--- config.mk ---
export PLATFORM = sky130hd
export DESIGN_NAME = mult8_seq
export DESIGN_NICKNAME = d
export VERILOG_FILES = /design/src/rtl/mult8_pkg.sv /design/src/rtl/full_adder.sv /design/src/rtl/mult8_step_add.sv /design/src/rtl/mult8_seq.sv
export SDC_FILE = /design/constraint.sdc
export NUM_CORES = 1
export LEC_CHECK = 0
export CAP_MARGIN = 10
export CORE_MARGIN = 5
export CORE_UTILIZATION = 62
export CTS_BUF_LIST = sky130_fd_sc_hd__clkbuf_8 sky130_fd_sc_hd__clkbuf_16
export DETAILED_ROUTE_END_ITERATION = 7
export DONT_BUFFER_PORTS = 1
export GPL_ROUTABILITY_DRIVEN = 0
export PLACE_DENSITY = 0.85
export REMOVE_ABC_BUFFERS = 1
export SETUP_SLACK_MARGIN = 0.1
export SLEW_MARGIN = 40
export SYNTH_ARGS = -nofsm -noshare
export SYNTH_HDL_FRONTEND = slang
export SYNTH_SLANG_ARGS = --single-unit
--- constraint.sdc ---
create_clock -name clk -period 4.29 [get_ports clk]
set_clock_uncertainty 0.2 [all_clocks]
set_input_delay 0.6435 -clock clk [delete_from_list [all_inputs] [get_ports clk]]
set_output_delay 0.6435 -clock clk [all_outputs]
set_load 0.02 [all_outputs]
--- src/rtl/mult8_pkg.sv ---
// Shared types and constants for the sequential shift-add multiplier.
package mult8_pkg;

  // Operand width used when the parent does not override it.
  localparam int unsigned DefaultWidth = 8;

  // Multiplier control states.
  typedef enum logic [1:0] {
    StIdle = 2'd0,
    StRun  = 2'd1,
    StDone = 2'd2
  } state_e;

endpackage

--- src/rtl/full_adder.sv ---
// Single-bit full adder cell.
module full_adder (
  input  logic a,
  input  logic b,
  input  logic cin,
  output logic sum,
  output logic cout
);

  assign sum  = a ^ b ^ cin;
  assign cout = (a & b) | (cin & (a ^ b));

endmodule

--- src/rtl/mult8_step_add.sv ---
// Combinational WIDTH-bit ripple adder for one shift-add step; carry-in is 0,
// carry-out is kept so the step never loses a bit.
module mult8_step_add #(
  parameter int unsigned WIDTH = 8
) (
  input  logic [WIDTH-1:0] x,
  input  logic [WIDTH-1:0] y,
  output logic [WIDTH-1:0] sum,
  output logic             cout
);

  logic [WIDTH:0] carry;

  assign carry[0] = 1'b0;

  for (genvar i = 0; i < WIDTH; i++) begin : g_bit
    full_adder u_fa (
      .a   (x[i]),
      .b   (y[i]),
      .cin (carry[i]),
      .sum (sum[i]),
      .cout(carry[i+1])
    );
  end

  assign cout = carry[WIDTH];

endmodule

--- src/rtl/mult8_seq.sv ---
// Sequential unsigned multiplier: one shift-add step per cycle, WIDTH steps
// per product, start/in_ready handshake and a one-cycle done pulse.
// Optional feature macro: MULT8_SEQ_ZERO_SKIP_EN (zero operand finishes after
// a single cycle with product 0).
module mult8_seq
  import mult8_pkg::*;
#(
  parameter int unsigned WIDTH = DefaultWidth
) (
  input  logic               clk,
  input  logic               rst_n,
  input  logic               start,
  input  logic [WIDTH-1:0]   a,
  input  logic [WIDTH-1:0]   b,
  output logic               in_ready,
  output logic               busy,
  output logic               done,
  output logic [2*WIDTH-1:0] product
);

  localparam int unsigned CntW = $clog2(WIDTH) + 1;

  state_e             state_q, state_d;
  logic [WIDTH-1:0]   m_q, m_d;
  logic [2*WIDTH-1:0] p_q, p_d;
  logic [2*WIDTH-1:0] product_q, product_d;
  logic [CntW-1:0]    cnt_q, cnt_d;

  logic [WIDTH-1:0]   addend;
  logic [WIDTH-1:0]   step_sum;
  logic               step_carry;
  logic [2*WIDTH-1:0] p_step;
  logic               last_step;

`ifdef MULT8_SEQ_ZERO_SKIP_EN
  logic skip_q, skip_d;
`endif

  assign addend    = p_q[0] ? m_q : '0;
  assign p_step    = {step_carry, step_sum, p_q[WIDTH-1:1]};
  assign last_step = (cnt_q == CntW'(WIDTH - 1));

  mult8_step_add #(
    .WIDTH(WIDTH)
  ) u_step_add (
    .x   (p_q[2*WIDTH-1:WIDTH]),
    .y   (addend),
    .sum (step_sum),
    .cout(step_carry)
  );

  // Next-state, datapath updates and status outputs.
  always_comb begin
    state_d   = state_q;
    m_d       = m_q;
    p_d       = p_q;
    cnt_d     = cnt_q;
    product_d = product_q;
    in_ready  = 1'b0;
    busy      = 1'b0;
    done      = 1'b0;
`ifdef MULT8_SEQ_ZERO_SKIP_EN
    skip_d    = skip_q;
`endif
    unique case (state_q)
      StIdle: begin
        in_ready = 1'b1;
        if (start) begin
          m_d     = a;
          p_d     = {{WIDTH{1'b0}}, b};
          cnt_d   = '0;
          state_d = StRun;
`ifdef MULT8_SEQ_ZERO_SKIP_EN
          skip_d  = (a == '0) || (b == '0);
`endif
        end
      end
      StRun: begin
        busy = 1'b1;
`ifdef MULT8_SEQ_ZERO_SKIP_EN
        if (skip_q) begin
          product_d = '0;
          state_d   = StDone;
        end else
`endif
        begin
          p_d   = p_step;
          cnt_d = cnt_q + CntW'(1);
          if (last_step) begin
            product_d = p_step;
            state_d   = StDone;
          end
        end
      end
      StDone: begin
        done    = 1'b1;
        state_d = StIdle;
      end
      default: state_d = StIdle;
    endcase
  end

  // State registers with synchronous active-low reset.
  always_ff @(posedge clk) begin
    if (!rst_n) begin
      state_q   <= StIdle;
      m_q       <= '0;
      p_q       <= '0;
      cnt_q     <= '0;
      product_q <= '0;
`ifdef MULT8_SEQ_ZERO_SKIP_EN
      skip_q    <= 1'b0;
`endif
    end else begin
      state_q   <= state_d;
      m_q       <= m_d;
      p_q       <= p_d;
      cnt_q     <= cnt_d;
      product_q <= product_d;
`ifdef MULT8_SEQ_ZERO_SKIP_EN
      skip_q    <= skip_d;
`endif
    end
  end

  assign product = product_q;

endmodule

==> results of run 1 <==
==> worst max-delay path, delay by kind of cell, from the launching register on <==
kind            cells  cell delay, ps
flops               1             490
buf+inv             5             300
compound gates      1             180
simple gates        2             230
fa+ha+maj           8            2250
==> kinds of logic (layout without fill, tap and decap cells) <==
logic type      after synthesis  count (layout)  share of synthesized area, %
compound gates               36              36                          15.1
buf+inv                      29              19                          7.73
simple gates                100             100                          21.5
flops                        46              46                          42.2
fa+ha+maj                     9               9                          7.56
mux                          13              13                          5.96
==> power by group through the flow <==
stage,logic [mW],registers [mW],clock network (mW)
3_3_place_gp,0.0585,0.465,0
2_1_floorplan,0.0482,0.462,0
6_report,0.0604,0.455,0.276
5_1_grt,0.0674,0.458,0.299
3_5_place_dp,0.0601,0.466,0
4_1_cts,0.0607,0.455,0.282
==> synth_stat cells (4+ instances only) <==
library cell / n / share of area, %
o211a_1: 5 / 2.3
dfxtp_1: 46 / 42
and2_1: 6 / 1.7
mux2i_1: 13 / 6.0
o221ai_2: 6 / 4.1
inv_1: 10 / 1.7
buf_6: 5 / 2.6
fa_1: 7 / 6.4
a21boi_0: 12 / 4.1
clkbuf_1: 5 / 0.86
nor2_1: 19 / 3.3
nand2_1: 47 / 8.1
o21a_1: 6 / 2.1
nand3_1: 10 / 2.3
buf_2: 6 / 1.4
and3_1: 4 / 1.1
==> cell usage in the layout, fill, tap and decap left out, types with 2 or more instances in the layout <==
cell type  synthesis  routed
o21a_1             6       6
nand2b_1           2       2
nand2_1           47      47
nor3_1             2       2
a21boi_0          12      12
and2_1             6       6
clkbuf_8           0       6
nor2b_1            3       3
ha_1               2       2
o221ai_2           6       6
o221a_2            2       2
and3_1             4       4
mux2i_1           13      13
dfxtp_1           46      46
fa_1               7       7
a21oi_1            2       2
inv_1             10      10
nor2_1            19      19
nand3_1           10      10
o211a_1            5       5
==> per-layer routing <==
metal | part of all wire, % | vias to the layer above | track usage (%)
li1 | - | 752 | -
met1 | 44 | 715 | 23.0
met2 | 47 | 55 | 27.4
met3 | 6.7 | 5 | 6.96
met4 | 1.5 | 0 | 7.16
met5 | 0 | - | 0
==> final timing paths <==
| kind | to | slack (ps) | cells past startpoint |
|---|---|---|---|
| worst max-delay path | p_q[14] | 540 | 16 |
| worst min-delay path | p_q[15] | 260 | 1 |
| worst max register to register | p_q[14] | 540 | 16 |
| worst min register to register | m_q[1] | 270 | 2 |
==> state kept, by name, summed over array words and instances, names as in the netlist <==
name and flops:
cnt_q 4, m_q 8, state_q 2, product 16
p_q 16
==> layout make-up <==
type                       count  area, µm²  area share (%)
sequential                    46        921            41.7
clock buffer                   6       82.6            3.74
tap                           46       57.6            2.60
multi-input combinational    158       1090            49.5
inverter                      11       41.3            1.87
clock inverter                 2       12.5           0.566
==> out/qor.csv, run 1 <==
stage;metric;value;unit
grt;grt_pass1_vias;1439;
clock_network;tritoncts;yes;
timing;finalHoldViolations;0;
pwr;intPower;0.595;mW
place;dpl.hpwl;2.77;mm
grt;grt_util_all_layers;18.1;%
synth;avgSynthCellArea;9.38;µm²
cells_and_area;area_delta_synth_final;1.15;%
cells_and_area;final_util;65.7;%
die;die_x;69.4;µm
clock_network;insertion_delay;300;ps
synth;syn_area;0.00218;mm²
pwr;clkPwrFrac;34.9;%
timing;fmax;267;MHz
grt;antenna_found_initial;0;
critical_path;criticalPathCategory;flop to flop;
die;ios;38;
synth;ys_ff_latch;46;
synth;ys_types;35;
clock_network;post_cts_buffers;0;
timing;drv_slew;0;
cells_and_area;fin_area;0.00221;mm²
critical_path;arrival;3760;ps
synth;ys_seq_area_share;42.2;%
synth;yosys_most_used_dff;dfxtp_1;
synth;synth_edf_count;0;
clock_network;clockRootBuffer;clkbuf_8;
timing;hold_slack;256;ps
place;port_buffers;0;
route;dr.pass1.iters;4;
timing;tightest_slew;729;ps
pwr;ir_worst_vdd;0.000189;V
critical_path;cp_slowest_cell;fa_1;
timing;setup_viol;0;
critical_path;slowest_delay;520;ps
pwr;seqPwrFrac;57.5;%
timing;setup_ws;539;ps
cells_and_area;drive_above_1_share;9.87;%
synth;ys_warn_count;0;
clock_network;ctsHoldBuffers;0;
critical_path;timing.rr.start;p_q[0];
clock_network;cts.sinks;46;
critical_path;crit_required;4300;ps
grt;grt_first_pass_wirelength;6.89;mm
route;drt_iter0_drc;134;
timing;fin_crit_sh;87.4;%
timing;slew_headroom;51.2;%
job;maxCapViolations;0;
die;core;0.00336;mm²
critical_path;crit_path_max_fanout;9;
timing;rsz0062_at_grt;no;
clock_network;cts_buffers;5;
clock_network;clockBufferDepth;2;
route;ant_nets;0;
pwr;power_leakage;0.857;nW
route;viasPerCell;5.68;
route;drt_wl_total;4.12;mm
clock_network;clkSlewWorstSetupHoldPaths;80;ps
die;die_y;69.4;µm
place;placed_cells;261;
grt;grt.overflow.total;0;
grt;grt_max_degree;59;
critical_path;startpoint_type;flop;
synth;netlist_instances;233;
die;num_rows;21;
clock_network;cts_resized;0;
run_status;status;finished clean;
critical_path;crit_path_end_kind;flop;
cells_and_area;diodes;0;
worst_hold_path;hold_start;rst_n;
place;post-place-ws;567;ps
timing;final.min_clock_period;3750;ps
cells_and_area;nets;250;
critical_path;critPathMostFrequentCell;fa_1;
die;dieArea;0.00481;mm²
clock_network;htreeDepth;2;
die;start_util;65.0;%
synth;async_flop_share;0;%
pwr;switching_share;24.9;%
pwr;switchingPower;0.197;mW
pwr;power_density;358;mW/mm²
route;wire_per_inst;15.3;µm
cells_and_area;n_fill_cell;294;
critical_path;crit_start;p_q[0];
place;placed_area;0.00211;mm²
pwr;fin_total_pwr;0.792;mW
worst_hold_path;hp-class;primary input to flop;
cells_and_area;final_cells;269;
pwr;pwr-share-comb;7.6;%
route;drc;0;
route;vias;1527;
timing;fin_setup_tns;0;ps
critical_path;crit_chain;and2_1 > ha_1 > fa_1 > inv_1 > fa_1 > inv_1 > fa_1 > inv_1 > fa_1 > inv_1 > fa_1 > inv_1 > fa_1 > fa_1 > nor2_1 > o21a_1;
(Power assumes the default switching activity.)
==> inputs of run 2 (changes only) <==
- CORE_UTILIZATION: 62 -> 30
- PLACE_DENSITY: 0.85 -> 0.51
==> run 2 against run 1 <==
Hold slack better by 13 ps. Combinational power fell by 1%. Largest cell class unchanged. Maximum frequency increased by 1.9%. Count of clock-buffer cells in the layout fell by 1. Design area rose by 2.3%.
==> out/qor.csv, run 2 (synthesis results as in run 1) <==
stage;metric;value;unit;change
run_status;status;finished clean;;
grt;grt_util_all_layers;10.8;%;-7.3 points
critical_path;startpoint_type;flop;;
critical_path;crit_path_max_fanout;9;;unchanged
place;port_buffers;0;;unchanged
clock_network;clkSlewWorstSetupHoldPaths;80;ps;about the same
timing;tightest_slew;771;ps;+42.8 ps
die;ios;38;;unchanged
die;start_util;30.4;%;-35 points
grt;antenna_found_initial;0;;unchanged
timing;setup_viol;0;;unchanged
place;dpl.hpwl;2.90;mm;+5.0%
critical_path;cp_slowest_cell;fa_1;;
critical_path;crit_buf_inv;5;;unchanged
cells_and_area;diodes;0;;unchanged
timing;fmax;272;MHz;+1.9%
timing;slew_headroom;48.4;%;-2.9 points
pwr;ir_worst_vdd;0.000102;V;-46%
cells_and_area;fin_area;0.00226;mm²;+2.3%
critical_path;crit_required;4280;ps;-20 ps
critical_path;rrSetupSlack;610;ps;+70 ps
die;die_y;95.3;µm;+37%
clock_network;clockRootBuffer;clkbuf_8;;
critical_path;crit_start;p_q[0];;
worst_hold_path;hp-class;flop to flop;;
die;die_x;95.3;µm;+37%
clock_network;clockBufferDepth;2;;unchanged
cells_and_area;final_cell_mix;nand2_1 (47), dfxtp_1 (46), nor2_1 (19), mux2i_1 (13), a21boi_0 (12);;
cells_and_area;nets;250;;unchanged
critical_path;criticalPathCategory;flop to flop;;
grt;grt_first_pass_wirelength;7.57;mm;+9.8%
critical_path;critPathMostFrequentCell;fa_1;;
timing;finalHoldViolations;0;;unchanged
pwr;power_leakage;0.851;nW;-0.67%
clock_network;insertion_delay;300;ps;about the same
route;drt_iter0_drc;69;;-49%
timing;drv_slew;0;;unchanged
pwr;power_density;339;mW/mm²;-5.4%
clock_network;cts.sinks;46;;unchanged
route;wire_per_inst;13.9;µm;-9.4%
cells_and_area;final_common_cell;nand2_1;;
critical_path;crit_chain;and2_1 > ha_1 > fa_1 > inv_1 > fa_1 > inv_1 > fa_1 > inv_1 > fa_1 > inv_1 > fa_1 > inv_1 > fa_1 > fa_1 > nor2_1 > o21a_1;;
critical_path;cpLargestDelayFamily;adder cells;;
grt;grt.overflow.total;0;;unchanged
timing;final.min_clock_period;3680;ps;-70.6 ps
clock_network;cts_resized;0;;unchanged
clock_network;tritoncts;yes;;
route;drt_wl_total;4.46;mm;+8.1%
clock_network;htreeDepth;2;;unchanged
cells_and_area;area_delta_synth_final;3.49;%;
die;dieArea;0.00909;mm²;+89%
critical_path;slowest_delay;510;ps;about the same
route;vias;1475;;-3.4%
die;core;0.00718;mm²;+110%
grt;grt_max_degree;59;;unchanged
cells_and_area;drive_above_1_share;9.01;%;-0.86 points
critical_path;crit_path_end_kind;flop;;
route;ant_nets;0;;unchanged
place;placed_area;0.00218;mm²;+3.1%
route;viasPerCell;4.60;;-19%
grt;grt_pass1_vias;1471;;+2.2%
timing;rsz0062_at_grt;no;;
clock_network;post_cts_buffers;0;;unchanged
worst_hold_path;hold_start;m_q[3];;
job;maxCapViolations;0;;unchanged
cells_and_area;final_util;31.5;%;-34 points
timing;fin_crit_sh;85.8;%;-1.6 points
timing;fin_setup_tns;0;ps;unchanged
critical_path;arrival;3670;ps;-90 ps
route;dr.pass1.iters;4;;unchanged
clock_network;ctsHoldBuffers;0;;unchanged
route;drc;0;;unchanged
clock_network;cts_buffers;5;;unchanged
die;num_rows;31;;+48%
critical_path;timing.rr.start;p_q[0];;
-- run 2: per-layer routing --
layer  vias to the layer above  GRT usage (%)  part of all wire, %
met3                         4           3.79                  7.9
met5                         -              0                    0
met1                       687           14.7                   47
li1                        747              -                    -
met4                         0           2.52                 0.52
met2                        37           16.4                   45
-- run 2: worst register-to-register path: cells and delay by family, from the launching register on --
kind	cells	cell delay [ps]
AO/OA/AOI/OAI	1	180
adder cells (fa/ha/maj)	8	2190
buffers and inverters	5	290
flip-flops	1	500
AND/OR/NAND/NOR	2	230
-- run 2: cell type report --
type / instances / area [µm²]
inverter: 11 / 41.3
sequential: 46 / 921
tap: 99 / 124
clock inverter: 2 / 11.3
fill: 756 / 4910
clock buffer: 5 / 68.8
multi-input combinational: 158 / 1090
-- run 2: path summary, 6_finish.rpt --
kind	endpoint	cells past startpoint
worst min-delay path	m_q[3]	2
worst max register to register	p_q[14]	16
worst min register to register	m_q[3]	2
worst max-delay path	p_q[14]	16
-- run 2: where the power goes --
group	internal [mW]	switching, mW	leakage [nW]
registers	0.441	0.0144	0.374
logic	0.0237	0.0360	0.435
clock network	0.110	0.142	0.0414
-- run 2: metrics by stage --
stage / worst slack (ps) / cells / total power [mW] / hold slack [ps]
detailed placement: 592 / 314 / 0.527 / 263
CTS: 587 / 321 / 0.786 / 263
finish: 609 / 321 / 0.767 / 268
floorplan: 822 / 215 / 0.510 / 239
global route: 357 / 321 / 0.815 / 245
global placement: 663 / 314 / 0.527 / 263
